## src/rtl/seq_alu_pkg.sv

```systemverilog
// Shared opcode, compare-flag and FSM state definitions for seq_alu.
package seq_alu_pkg;

  localparam logic [4:0] OP_ADD    = 5'b00010;
  localparam logic [4:0] OP_ADDI   = 5'b00011;
  localparam logic [4:0] OP_SUB    = 5'b00100;
  localparam logic [4:0] OP_SUBI   = 5'b00101;
  localparam logic [4:0] OP_MUL    = 5'b00110;
  localparam logic [4:0] OP_MULI   = 5'b00111;
  localparam logic [4:0] OP_MOD    = 5'b01000;
  localparam logic [4:0] OP_MODI   = 5'b01001;
  localparam logic [4:0] OP_AND    = 5'b01010;
  localparam logic [4:0] OP_OR     = 5'b01011;
  localparam logic [4:0] OP_XOR    = 5'b01100;
  localparam logic [4:0] OP_NOT    = 5'b01101;
  localparam logic [4:0] OP_MOV    = 5'b01110;
  localparam logic [4:0] OP_MOVI   = 5'b01111;
  localparam logic [4:0] OP_MOVEQ  = 5'b10000;
  localparam logic [4:0] OP_MOVIEQ = 5'b10001;
  localparam logic [4:0] OP_MOVL   = 5'b10010;
  localparam logic [4:0] OP_MOVIL  = 5'b10011;
  localparam logic [4:0] OP_MOVG   = 5'b10100;
  localparam logic [4:0] OP_MOVIG  = 5'b10101;
  localparam logic [4:0] OP_LAD    = 5'b10110;
  localparam logic [4:0] OP_STR    = 5'b10111;
  localparam logic [4:0] OP_LSFT   = 5'b11100;
  localparam logic [4:0] OP_RSFT   = 5'b11101;

  localparam logic [1:0] FLAG_NONE = 2'b00;
  localparam logic [1:0] FLAG_EQ   = 2'b01;
  localparam logic [1:0] FLAG_LT   = 2'b10;
  localparam logic [1:0] FLAG_GT   = 2'b11;

  typedef enum logic {IDLE, ITER} state_t;

endpackage

```

## src/rtl/seq_alu_iter.sv

```systemverilog
// Iterative engine: STEP bits per cycle of shift-add multiply or restoring remainder.
// res_nxt is the value the accumulator takes at the coming step; last marks the final step.
module seq_alu_iter #(
  parameter int WIDTH = 32,
  parameter int STEP  = 1
) (
  input  logic             clk,
  input  logic             reset,
  input  logic             load,
  input  logic             step,
  input  logic             is_mod,
  input  logic [WIDTH-1:0] a,
  input  logic [WIDTH-1:0] b,
  output logic             last,
  output logic [WIDTH-1:0] res_nxt
);
  localparam int N     = WIDTH / STEP;
  localparam int CNT_W = $clog2(N + 1);

  logic             mode_mod;
  logic [WIDTH:0]   acc, acc_n;
  logic [WIDTH-1:0] opa, opa_n, opb, opb_n;
  logic [CNT_W-1:0] count;

  // Multiply: opa is the left-shifting multiplicand, opb the right-shifting multiplier.
  // Remainder: opa shifts dividend bits MSB-first into acc, opb is the fixed divisor.
  always_comb begin
    acc_n = acc;
    opa_n = opa;
    opb_n = opb;
    for (int i = 0; i < STEP; i++) begin
      if (mode_mod) begin
        acc_n = {acc_n[WIDTH-1:0], opa_n[WIDTH-1]};
        opa_n = opa_n << 1;
        if (acc_n >= {1'b0, opb_n}) acc_n = acc_n - {1'b0, opb_n};
      end else begin
        if (opb_n[0]) acc_n = acc_n + {1'b0, opa_n};
        opa_n = opa_n << 1;
        opb_n = opb_n >> 1;
      end
    end
  end

  assign res_nxt = acc_n[WIDTH-1:0];
  assign last    = (count == CNT_W'(1));

  always_ff @(posedge clk or posedge reset) begin
    if (reset) begin
      mode_mod <= 1'b0;
      acc      <= '0;
      opa      <= '0;
      opb      <= '0;
      count    <= '0;
    end else if (load) begin
      mode_mod <= is_mod;
      acc      <= '0;
      opa      <= a;
      opb      <= b;
      count    <= CNT_W'(N);
    end else if (step && count != '0) begin
      acc   <= acc_n;
      opa   <= opa_n;
      opb   <= opb_n;
      count <= count - 1'b1;
    end
  end

endmodule

```

## src/rtl/seq_alu.sv

```systemverilog
// Registered ALU: single-cycle ops in 1 cycle, MUL/MOD iterate WIDTH/STEP cycles; owns the compare flag.
// Optional div0_err output enabled by SEQ_ALU_DIV0_ERR_EN.
module seq_alu
  import seq_alu_pkg::*;
#(
  parameter int WIDTH   = 32,
  parameter int STEP    = 1,
  parameter int SHAMT_W = $clog2(WIDTH)
) (
  input  logic             clk,
  input  logic             reset,
  input  logic             start,
  input  logic [4:0]       alu_control,
  input  logic [WIDTH-1:0] alu_in1,
  input  logic [WIDTH-1:0] alu_in2,
  output logic             busy,
  output logic             done,
  output logic [WIDTH-1:0] alu_result,
  output logic [1:0]       flag
`ifdef SEQ_ALU_DIV0_ERR_EN
  , output logic           div0_err
`endif
);
  if (WIDTH < 8 || (WIDTH & (WIDTH - 1)) != 0 || !(STEP == 1 || STEP == 2 || STEP == 4)
      || (WIDTH % STEP) != 0) begin : g_bad_param
    $error("seq_alu: illegal WIDTH/STEP combination");
  end

  state_t             state;
  logic               sc_wr, is_iter, is_mod, shamt_ovf;
  logic [WIDTH-1:0]   sc_res, iter_res;
  logic [1:0]         flag_nxt;
  logic [SHAMT_W-1:0] shamt;
  logic               iter_last, iter_load;

  assign shamt     = alu_in2[SHAMT_W-1:0];
  assign shamt_ovf = |(alu_in2 >> SHAMT_W);
  assign iter_load = (state == IDLE) && start && is_iter;

  always_comb begin
    sc_wr    = 1'b0;
    sc_res   = '0;
    flag_nxt = flag;
    is_iter  = 1'b0;
    is_mod   = 1'b0;
    case (alu_control)
      OP_ADD, OP_ADDI: begin sc_wr = 1'b1; sc_res = alu_in1 + alu_in2; end
      OP_SUB, OP_SUBI: begin
        sc_wr    = 1'b1;
        sc_res   = alu_in1 - alu_in2;
        flag_nxt = (alu_in1 > alu_in2) ? FLAG_GT : (alu_in1 == alu_in2) ? FLAG_EQ : FLAG_LT;
      end
      OP_AND:           begin sc_wr = 1'b1; sc_res = alu_in1 & alu_in2; end
      OP_OR:            begin sc_wr = 1'b1; sc_res = alu_in1 | alu_in2; end
      OP_XOR:           begin sc_wr = 1'b1; sc_res = alu_in1 ^ alu_in2; end
      OP_NOT:           begin sc_wr = 1'b1; sc_res = ~alu_in1; end
      OP_MOV, OP_MOVI:  begin sc_wr = 1'b1; sc_res = alu_in2; end
      OP_MOVEQ, OP_MOVIEQ: begin sc_wr = (flag == FLAG_EQ); sc_res = alu_in2; end
      OP_MOVL, OP_MOVIL:   begin sc_wr = (flag == FLAG_LT); sc_res = alu_in2; end
      OP_MOVG, OP_MOVIG:   begin sc_wr = (flag == FLAG_GT); sc_res = alu_in2; end
      OP_LAD, OP_STR:   begin sc_wr = 1'b1; sc_res = alu_in1 + (alu_in2 << 2); end
      OP_LSFT:          begin sc_wr = 1'b1; sc_res = shamt_ovf ? '0 : alu_in1 << shamt; end
      OP_RSFT:          begin sc_wr = 1'b1; sc_res = shamt_ovf ? '0 : alu_in1 >> shamt; end
      OP_MUL, OP_MULI:  is_iter = 1'b1;
      OP_MOD, OP_MODI:  begin is_iter = 1'b1; is_mod = 1'b1; end
      default: ;
    endcase
  end

  seq_alu_iter #(.WIDTH(WIDTH), .STEP(STEP)) u_iter (
    .clk     (clk),
    .reset   (reset),
    .load    (iter_load),
    .step    (state == ITER),
    .is_mod  (is_mod),
    .a       (alu_in1),
    .b       (alu_in2),
    .last    (iter_last),
    .res_nxt (iter_res)
  );

`ifdef SEQ_ALU_DIV0_ERR_EN
  logic mod_b0_q;
`endif

  always_ff @(posedge clk or posedge reset) begin
    if (reset) begin
      state      <= IDLE;
      alu_result <= '0;
      flag       <= FLAG_NONE;
      busy       <= 1'b0;
      done       <= 1'b0;
`ifdef SEQ_ALU_DIV0_ERR_EN
      mod_b0_q   <= 1'b0;
      div0_err   <= 1'b0;
`endif
    end else begin
      done <= 1'b0;
      case (state)
        IDLE: if (start) begin
          if (is_iter) begin
            state <= ITER;
            busy  <= 1'b1;
`ifdef SEQ_ALU_DIV0_ERR_EN
            mod_b0_q <= is_mod && (alu_in2 == '0);
`endif
          end else begin
            done <= 1'b1;
            flag <= flag_nxt;
            if (sc_wr) alu_result <= sc_res;
`ifdef SEQ_ALU_DIV0_ERR_EN
            div0_err <= 1'b0;
`endif
          end
        end
        ITER: if (iter_last) begin
          state      <= IDLE;
          busy       <= 1'b0;
          done       <= 1'b1;
          alu_result <= iter_res;
`ifdef SEQ_ALU_DIV0_ERR_EN
          div0_err   <= mod_b0_q;
`endif
        end
        default: state <= IDLE;
      endcase
    end
  end

endmodule

```

## config.mk

```make
export PLATFORM = sky130hd
export DESIGN_NAME = seq_alu
export DESIGN_NICKNAME = d
export VERILOG_FILES = /design/src/rtl/seq_alu_pkg.sv /design/src/rtl/seq_alu_iter.sv /design/src/rtl/seq_alu.sv
export SDC_FILE = /design/constraint.sdc
export NUM_CORES = 1
export LEC_CHECK = 0
export ABC_CLOCK_PERIOD_IN_PS = 9740
export CORE_UTILIZATION = 38
export CTS_CLUSTER_SIZE = 40
export DETAILED_ROUTE_END_ITERATION = 12
export MAX_ROUTING_LAYER = met4
export SLEW_MARGIN = 20
export SYNTH_ARGS = -nofsm -noshare
export SYNTH_HDL_FRONTEND = slang
export SYNTH_SLANG_ARGS = --single-unit
export TNS_END_PERCENT = 50
```

## constraint.sdc

```tcl
create_clock -name clk -period 9.74 [get_ports clk]
set_clock_uncertainty 0.2 [all_clocks]
set_input_delay 2.922 -clock clk [delete_from_list [all_inputs] [get_ports clk]]
set_output_delay 2.922 -clock clk [all_outputs]
set_load 0.02 [all_outputs]
```

* After elaboration in Yosys (flattened, before gate mapping)
Cells that the tools add are included.
W data, S select, Z words.
** Operators by class
- Equality and inequality tests :: 35
- $add $sub $neg :: 6
- Shift operators :: 2
- $lt $le $gt $ge :: 2
- Reduce and logical (&&, ||, !) cells :: 22
- Mux-type cells :: 37
- Bitwise operators :: 6
** Operators by type and width (count)
- $mux W32 :: 11
- $pmux W32 S10 :: 1
- $mux W33 :: 5
- $add A32 B32 Y32 :: 2
- $pmux W32 S2 :: 1
- $eq A5 B5 Y1 const B :: 10
- $eq A5 B4 Y1 const B :: 8
- $add A33 B32 Y33 :: 1
- $ge A33 B32 Y1 :: 1
- $sub A33 B32 Y33 :: 1
- $and A32 B32 Y32 :: 1
- $eq A32 B32 Y1 :: 1
- $gt A32 B32 Y1 :: 1
- $not A32 Y32 :: 1
- $or A32 B32 Y32 :: 1
- $shl A32 B5 Y32 :: 1
- $shr A32 B5 Y32 :: 1
- $sub A32 B32 Y32 :: 1
- $xor A32 B32 Y32 :: 1
- $reduce_or A27 Y1 :: 1
- $eq A5 B3 Y1 const B :: 4
- $reduce_or A14 Y1 :: 1
- $reduce_or A2 Y1 :: 7
- $mux W6 :: 2
- 21 further kinds :: 45
** Word-level totals
- Register bits after elaboration :: 141
- Logic and storage cells :: 121
- Input port bits :: 72
- Output and inout bits :: 36

* Logic depth before layout (Yosys ltp)
Gate-level depths: netlist (run 1).
- Word-level depth :: 7
- Gate-level depth with buffers :: 17
- Mapped depth without buffers :: 14

* Hierarchy
A second synthesis (run 1) with hierarchy kept.
** Second synthesis, totals
- Cell total of the unflattened synthesis :: 2850
- Area total of the unflattened synthesis :: 21428.1 um^2
** Modules (own cells, without submodules)
- seq_alu :: cells an instance 1698, seq. area each 925.9 um^2, area each 12119.1 um^2, instances 1
- seq_alu_iter :: cells an instance 1152, seq. area each 2577.5 um^2, area each 9308.9 um^2, instances 1

* Least setup slack after synthesis (run 1)
No wires, ideal clock.
- Path type :: in2reg
- From :: input alu_in2[3]
- To :: register alu_result[31]
- Library setup time :: 0.124 ns
- Path buffers :: 5
- Data required time :: 9.416 ns
- Arrival :: 6.430 ns
- Path slack :: 2.986 ns
- Stages :: 17
- Cells stage by stage :: clkbuf_1 inv_1 clkbuf_1 clkbuf_1 clkbuf_1 ha_1 buf_4 o211ai_1 o211a_1 o31ai_2 o31ai_4 o21ai_2 a31o_2 o22ai_1 xnor2_1 a32o_1 a211o_1
** On the way
- Longest elaborated chain between the ends :: 7
- Elaborated cells on any way between the ends :: 12
- Those cells by class :: 3 x add/sub; 2 x shift; 7 x mux
** RTL lines
- start: declaration :: RTL line seq_alu.sv:15 : input logic [WIDTH-1:0] alu_in2,
- parallel branches: the longest is 2 deep, another holds $add A32 B32 Y32
- $pmux W32 S10 (*) :: RTL line seq_alu.sv:46 : case (alu_control)
- $mux W32 (*) :: RTL line seq_alu.sv:110 : if (sc_wr) alu_result <= sc_res;
- $mux W32 (*) :: RTL line seq_alu.sv:101 : if (is_iter) begin
- $mux W32 (*) :: RTL line seq_alu.sv:100 : IDLE: if (start) begin
- $pmux W32 S2 (*) :: RTL line seq_alu.sv:99 : case (state)
- end signal: assignment :: RTL line seq_alu.sv:110
- end signal: assignment :: RTL line seq_alu.sv:120 : alu_result <= iter_res;
- end: declaration :: RTL line seq_alu.sv:18 : output logic [WIDTH-1:0] alu_result,
Every way passes the cells marked *. The select of a mux whose other input is x is not followed.
A chain may end at the register's enable or synchronous reset.

* Final worst setup path (run 1)
- From :: input alu_in1[7]
- To :: register alu_result[29]
** On the way
- Longest elaborated chain between the ends :: 7
- Elaborated cells on any way between the ends :: 12
- Those cells by class :: 3 x add/sub; 2 x shift; 7 x mux
** RTL lines
- start: declaration :: RTL line seq_alu.sv:14 : input logic [WIDTH-1:0] alu_in1,
- parallel branches: the longest is 2 deep, another holds $add A32 B32 Y32
- $pmux W32 S10 (*) :: RTL line seq_alu.sv:46
- $mux W32 (*) :: RTL line seq_alu.sv:110
- $mux W32 (*) :: RTL line seq_alu.sv:101
- $mux W32 (*) :: RTL line seq_alu.sv:100
- $pmux W32 S2 (*) :: RTL line seq_alu.sv:99
Marked as above.

==> out/qor.csv, run 1 <==
stage,metric,value,unit
status,status,"finished, final reports clean",
route,avgViaCountPerCell,6.492,
floorplanning,die_x,238.5,um
clock_tree,clock-sinks,140,
route,post_drt_wl_per_cell,27.28,um
cells_and_area,nNetsFinal,3153,
clock_tree,cts_tree,built,
route,drt_pre_antenna_iters,9,
cells_and_area,final_util,0.4256,
setup_path,critPathArrivalTime,7.75,ns
setup_path,critPathSlowestCell,clkdlybuf4s50_1,
logic_synthesis,synth-edff-count,0,
worst_hold_path,hold_class,register to register,
logic_synthesis,ys_ff_latch,140,
global_route,grt_usage,0.3543,
sta,fin_crit,7.606,ns
clock_tree,clk_latency,0.46,ns
setup_path,reg2regPathDepth,13,
logic_synthesis,synth.avg_cell_area,7.331,um2
setup_path,critical_path.endpoint_type,register,
setup_path,criticalPathCategory,input port to register,
logic_synthesis,synthesis.nets,3169,
sta,relSlewSlack,0.2679,
route,drtIter0Drc,2943,
clock_tree,cts_setup_buffers,0,
logic_synthesis,synth-seq-area-share,0.1649,
route,ant_nets,0,
logic_synthesis,syn_area,0.02125,mm2
cells_and_area,drive_gt1_frac,0.06733,
sta,setup_viol,0,
floorplanning,dieArea,0.05688,mm2
route,drc,0,
setup_path,cp_slowest_stage_delay,0.84,ns
clock_tree,clockBufferDepth,2,
sta,max_clock_freq,131.5,MHz
cells_and_area,syn_to_final_growth,10.55,%
logic_synthesis,synth-main-ff-cell,dfrtp_1,
sta,finalCritPeriodShare,0.7809,
clock_tree,cts_buffers,17,
global_route,grt_remaining_overflow,0,
logic_synthesis,synth_warnings,0,
floorplanning,core,0.05520,mm2
global_route,antenna_found_initial,1,
place,place_area,0.02289,mm2
sta,fin_setup_tns,0,ns
cells_and_area,num_antenna_cells,0,
route,num_vias,23660,
sta,hold_viol,0,
sta,rsz0062_at_grt,no,
setup_path,startpoint_type,input port,
setup_path,cpMostUsedCell,nor3_1,
worst_hold_path,min_path_cells,2,
logic_synthesis,async_flop_share,1.000,
floorplanning,die_h,238.5,um
sta,maxSlewViolCount,0,
clock_tree,ctsHoldBuffers,0,
logic_synthesis,syn_inst,2899,
clock_tree,cts-root-buf,clkbuf_16,
clock_tree,cts_resized,0,
global_route,grt_pass1_wl,146700,um
clock_tree,htree_num_levels,4,
logic_synthesis,netlist-cell-type-count,88,
place,dp_hpwl,76080,um
cells_and_area,final_area,0.02349,mm2
setup_path,critPathMaxFanout,10,
sta,tightest_slew,1.087,ns
power,finalPower,6033,uW
clock_tree,clk_pin_slew,0.07,ns
global_route,grt_max_degree,90,
place,place_congestion,1.006,
cells_and_area,num-fill-cells,5639,
place,portBuffers,107,
floorplanning,std_cell_rows,86,
setup_path,path_cells,"clkdlybuf4s50_1, inv_1, ha_1, nor4_1, nor3_1, a2bb2oi_1, nand3_1, a21oi_1, nand2_1, mux2i_1, nor3_1, nor2_1, o32a_1",
power,p_leak,0.009878,uW
power,powerDensity,256.8,mW/mm2
power,peakVddDrop,0.0001880,V
floorplanning,boundaryPins,108,
floorplanning,start_util,0.3850,
global_route,first_global_vias,22140,
route,wl,99410,um
setup_path,crit_required,9.88,ns
job,maxCapViolCount,0,
## where the power goes
| part | switching (uW) | internal (uW) | total [uW] |
|---|---|---|---|
| sequential | 275 | 845 | 1120 |
| combinational | 2580 | 1640 | 4220 |
| clock | 280 | 415 | 695 |
| total | 3130 | 2900 | 6030 |
## cells by family after synthesis
logic type,synth area share
DFF,0.1649
and+or+nand+nor,0.1925
buffers and inverters,0.06653
AOI/OAI and AO/OA,0.3189
xor gates and xnor gates,0.03750
adders and majority gates,0.1183
muxes,0.1014
## state kept, by name (all words and copies together), names as in the netlist, 2 cells and up
name / cells
u_iter.acc: 32
alu_result: 32
u_iter.opa: 32
u_iter.count: 6
u_iter.opb: 32
flag: 2
## cell usage in the layout (no fill, tap or decap), types with 82 or more instances in the layout
cell type / synthesis / layout
a21oi_1: 235 / 235
a31oi_1: 83 / 82
clkdlybuf4s50_1: 0 / 101
dfrtp_1: 140 / 139
ha_1: 193 / 193
inv_1: 150 / 149
mux2i_1: 96 / 96
nand2_1: 358 / 358
nor2_1: 262 / 257
o21ai_0: 195 / 195
## critical path, delay by kind of cell
family / cells / cell delay, ns
AOI/OAI and AO/OA: 3 / 1.35
adders and majority gates: 1 / 0.49
buffers and inverters: 2 / 1.03
muxes: 1 / 0.20
and+or+nand+nor: 6 / 1.74
## worst paths after layout
kind | startpoint | to | slack [ns]
setup / recovery | alu_in1[7] | alu_result[29]$_DFFE_PP0P_ | 2.13
hold / removal | alu_result[9]$_DFFE_PP0P_ | alu_result[9]$_DFFE_PP0P_ | 0.29
setup reg to reg | u_iter.opa[31]$_DFFE_PP0P_ | alu_result[8]$_DFFE_PP0P_ | 5.39
hold reg to reg | alu_result[9]$_DFFE_PP0P_ | alu_result[9]$_DFFE_PP0P_ | 0.29
max in group asynchronous | reset | u_iter.acc[4]$_DFFE_PP0P_ | 5.19
min in group asynchronous | reset | done$_DFF_PP0_ | 2.84
## metrics by stage
| step | setup slack [ns] | instances | hold WS (ns) |
|---|---|---|---|
| 6_report | 2.134 | 3644 | 0.2871 |
| 5_1_grt | 1.994 | 3644 | 0.3139 |
| 4_1_cts | 2.270 | 3644 | 0.2818 |
| 3_5_place_dp | 1.790 | 3612 | 0.2632 |
| 3_3_place_gp | 1.789 | 3612 | 0.2583 |
| 2_1_floorplan | 2.865 | 2899 | 0.2841 |
## cell type report
cell class / count / area (um2) / area share
multi-input combinational: 2403 / 16380 / 0.6974
sequential: 140 / 3505 / 0.1492
timing repair buffer: 164 / 1471 / 0.06263
tap: 748 / 935.9 / 0.03984
inverter: 157 / 594.3 / 0.02530
clock buffer: 21 / 460.4 / 0.01960
clock inverter: 11 / 142.6 / 0.006071
## layer usage
metal	wire length [um]	part of all wire	track usage	vias to the layer above
li1	-	-	-	10720
met1	42740	0.43	0.4722	11530
met2	44890	0.45	0.5493	1225
met3	7977	0.080	0.04211	182
met4	3807	0.038	0.1309	0
met5	0	0	-	-
## synth_stat cells, types with 21 or more instances
cell	count	area, um2
nand2_1	358	1344
nor2_1	262	983.4
a21oi_1	235	1176
o21ai_0	195	975.9
ha_1	193	2415
clkbuf_1	152	570.6
inv_1	150	563.0
dfrtp_1	140	3503
mux2i_1	96	960.9
a31oi_1	83	519.3
nand3_1	60	300.3
xnor2_1	59	516.8
o21ai_1	57	285.3
a211oi_1	56	420.4
nor3_1	46	230.2
a21o_1	45	337.8
a221oi_1	40	350.3
mux4_2	37	833.3
o22ai_1	34	212.7
nor2b_1	33	206.5
o211ai_1	32	240.2
xor2_1	32	280.3
o21bai_1	31	232.7
nand4_1	29	181.4
mux2_2	28	315.3
nand2b_1	27	168.9
o21a_1	22	165.2
or3_1	22	137.6
o221ai_1	21	183.9
Note: power is estimated with default switching activity, not from simulation.
==> run 2, diff against run 1 <==
--- a/config.mk
+++ b/config.mk
@@ -5,7 +5,7 @@
 export SDC_FILE = /design/constraint.sdc
 export NUM_CORES = 1
 export LEC_CHECK = 0
-export ABC_CLOCK_PERIOD_IN_PS = 9740
+export ABC_CLOCK_PERIOD_IN_PS = 6130
 export CORE_UTILIZATION = 38
 export CTS_CLUSTER_SIZE = 40
 export DETAILED_ROUTE_END_ITERATION = 12
==> constraint.sdc (replaced) <==
create_clock -name clk -period 6.13 [get_ports clk]
set_clock_uncertainty 0.2 [all_clocks]
set_input_delay 1.839 -clock clk [delete_from_list [all_inputs] [get_ports clk]]
set_output_delay 1.839 -clock clk [all_outputs]
set_load 0.02 [all_outputs]
==> out/qor.csv, run 2 (same netlist as run 1, synthesis figures left out) <==
stage,metric,value,unit,change
sta,relSlewSlack,0.3560,,+0.08810
power,powerDensity,395.9,mW/mm2,+54%
route,ant_nets,0,,unchanged
power,peakVddDrop,0.0002515,V,+34%
clock_tree,cts_resized,0,,unchanged
cells_and_area,drive_gt1_frac,0.1027,,+0.03539
clock_tree,cts-root-buf,clkbuf_16,,
setup_path,criticalPathCategory,input port to register,,
global_route,grt_max_degree,74,,-18%
sta,fin_crit,5.631,ns,
setup_path,cp_num_buf_inv,2,,unchanged
route,avgViaCountPerCell,6.498,,about the same
setup_path,crit_required,6.26,ns,-3.62 ns
global_route,grt_pass1_wl,152600,um,+4.0%
clock_tree,clock-sinks,140,,unchanged
floorplanning,boundaryPins,108,,unchanged
power,p_leak,0.01044,uW,+5.7%
route,num_vias,24420,,+3.2%
route,drtIter0Drc,3177,,+8.0%
clock_tree,htree_num_levels,4,,unchanged
job,maxCapViolCount,0,,unchanged
clock_tree,clk_latency,0.45,ns,about the same
sta,fin_setup_tns,0,ns,unchanged
global_route,grt_remaining_overflow,0,,unchanged
floorplanning,core,0.05520,mm2,unchanged
global_route,antenna_found_initial,2,,+1
global_route,first_global_vias,22910,,+3.5%
sta,finalCritPeriodShare,0.9186,,
setup_path,path_cells,"clkdlybuf4s50_1, buf_4, ha_1, fa_1, a21oi_1, o211ai_1, nand2_1, o31ai_2, o31a_1, mux2i_1, a2111oi_0, o211a_1, a21oi_1, a221o_1",,
route,wl,104200,um,+4.8%
setup_path,critPathArrivalTime,5.76,ns,-1.99 ns
clock_tree,clk_pin_slew,0.07,ns,about the same
setup_path,endpoint,alu_result[30]$_DFFE_PP0P_,,
setup_path,cpMostUsedCell,a21oi_1,,
status,status,"finished, final reports clean",,
sta,tightest_slew,0.9660,ns,-0.1207 ns
sta,maxSlewViolCount,0,,unchanged
clock_tree,cts_buffers,17,,unchanged
clock_tree,cts_tree,built,,
clock_tree,clockBufferDepth,2,,unchanged
setup_path,worstSetupStartpoint,alu_in1[0],,
floorplanning,dieArea,0.05688,mm2,unchanged
cells_and_area,final_util,0.4417,,+0.01607
sta,hold_viol,0,,unchanged
setup_path,critPathMaxFanout,6,,-4
cells_and_area,layout_commonest_cell,nand2_1,,
setup_path,cp.depth,14,,+1
setup_path,cp_slowest_stage_delay,0.54,ns,-0.30 ns
worst_hold_path,hold_class,register to register,,
setup_path,r2r_setup_slack,1.63,ns,-3.76 ns
route,drc,0,,unchanged
setup_path,startpoint_type,input port,,
clock_tree,cts_setup_buffers,0,,unchanged
place,portBuffers,107,,unchanged
setup_path,critPathTopFamily,compound AO/OA/AOI/OAI gates,,
place,dpl_worst_slack,0.1687,ns,-1.621 ns
sta,max_clock_freq,177.6,MHz,
route,post_drt_wl_per_cell,27.73,um,+1.6%
sta,rsz0062_at_grt,no,,
clock_tree,ctsHoldBuffers,0,,unchanged
cells_and_area,nNetsFinal,3265,,+3.6%
place,dp_hpwl,81600,um,+7.3%
setup_path,r2r-end,alu_result[4]$_DFFE_PP0P_,,
setup_path,critPathSlowestCell,clkdlybuf4s50_1,,
route,drt_pre_antenna_iters,8,,-1
cells_and_area,num-fill-cells,5692,,+0.94%
global_route,grt_usage,0.3718,,+0.01752
sta,fin_ws,0.4990,ns,-1.635 ns
setup_path,reg2regPathDepth,12,,-1
setup_path,r2r-start,u_iter.opa[31]$_DFFE_PP0P_,,
cells_and_area,syn_to_final_growth,14.72,%,
worst_hold_path,min_path_cells,2,,unchanged
floorplanning,std_cell_rows,86,,unchanged
sta,setup_viol,0,,unchanged
cells_and_area,final_cell_mix,"nand2_1 (358), nor2_1 (257), a21oi_1 (235), o21ai_0 (195), ha_1 (193)",,
floorplanning,start_util,0.3850,,unchanged
floorplanning,die_h,238.5,um,unchanged
setup_path,critical_path.endpoint_type,register,,
floorplanning,die_x,238.5,um,unchanged
place,place_congestion,1.032,,+2.5%
-- run 2: cell types whose count changed in the layout (fill, tap and decap cells not counted), sizes merged --
cell,before,now
inv,151,160
buf,63,175
clkbuf,21,17
diode,0,2
clkinvlp,2,3
bufinv,3,1
clkinv,12,8
-- run 2: cell type report --
| cell class | instances | area [um2] | area share |
|---|---|---|---|
| flip-flops and latches | 140 | 3505 | 0.1437 |
| multi-input cells | 2403 | 16390 | 0.6722 |
| repair buffers | 276 | 2375 | 0.09740 |
| diodes | 2 | 5.005 | 0.0002053 |
| clock buffers | 17 | 425.4 | 0.01745 |
| inverters | 157 | 594.3 | 0.02438 |
| clock inverters | 15 | 151.4 | 0.006210 |
| well taps | 748 | 935.9 | 0.03839 |
-- run 2: how the worst min path moves through the flow --
| stage | start | to |
|---|---|---|
| floorplan | u_iter.opb[31]$_DFFE_PP0P_ | u_iter.opb[31]$_DFFE_PP0P_ |
| global placement | alu_result[9]$_DFFE_PP0P_ | alu_result[9]$_DFFE_PP0P_ |
| detailed placement | alu_result[1]$_DFFE_PP0P_ | alu_result[1]$_DFFE_PP0P_ |
| CTS | alu_result[1]$_DFFE_PP0P_ | alu_result[1]$_DFFE_PP0P_ |
| global route | alu_result[1]$_DFFE_PP0P_ | alu_result[1]$_DFFE_PP0P_ |
| finish | alu_result[1]$_DFFE_PP0P_ | alu_result[1]$_DFFE_PP0P_ |
-- run 2: worst register-to-register path, delay by kind of cell (launching register included) --
| family | cells | cell delay [ns] |
|---|---|---|
| compound gates | 8 | 2.91 |
| fa+ha+maj | 1 | 0.25 |
| buf+inv | 1 | 0.20 |
| flops | 1 | 0.45 |
| mux | 1 | 0.21 |
| simple gates | 1 | 0.21 |
-- run 2: through the flow --
stage | instance area (um2) | hold WS (ns) | instances | total power (uW)
2_1_floorplan | 21250 | 0.2841 | 2899 | 6317
3_3_place_gp | 23800 | 0.2560 | 3724 | 8327
3_5_place_dp | 23800 | 0.2633 | 3724 | 8382
4_1_cts | 24380 | 0.2793 | 3756 | 9490
5_1_grt | 24380 | 0.3018 | 3758 | 10270
6_report | 24380 | 0.2770 | 3758 | 9653
-- run 2: where the power goes --
part           internal, uW  switching [uW]
logic                  2670            4150
registers              1340             420
clock network           574             491
-- run 2: per-layer routing --
layer | share of wire | wire [um] | GRT usage
met5 | 0 | 0 | -
met4 | 0.028 | 2967 | 0.1055
met3 | 0.089 | 9321 | 0.05727
met2 | 0.45 | 46600 | 0.5709
met1 | 0.43 | 45300 | 0.5038
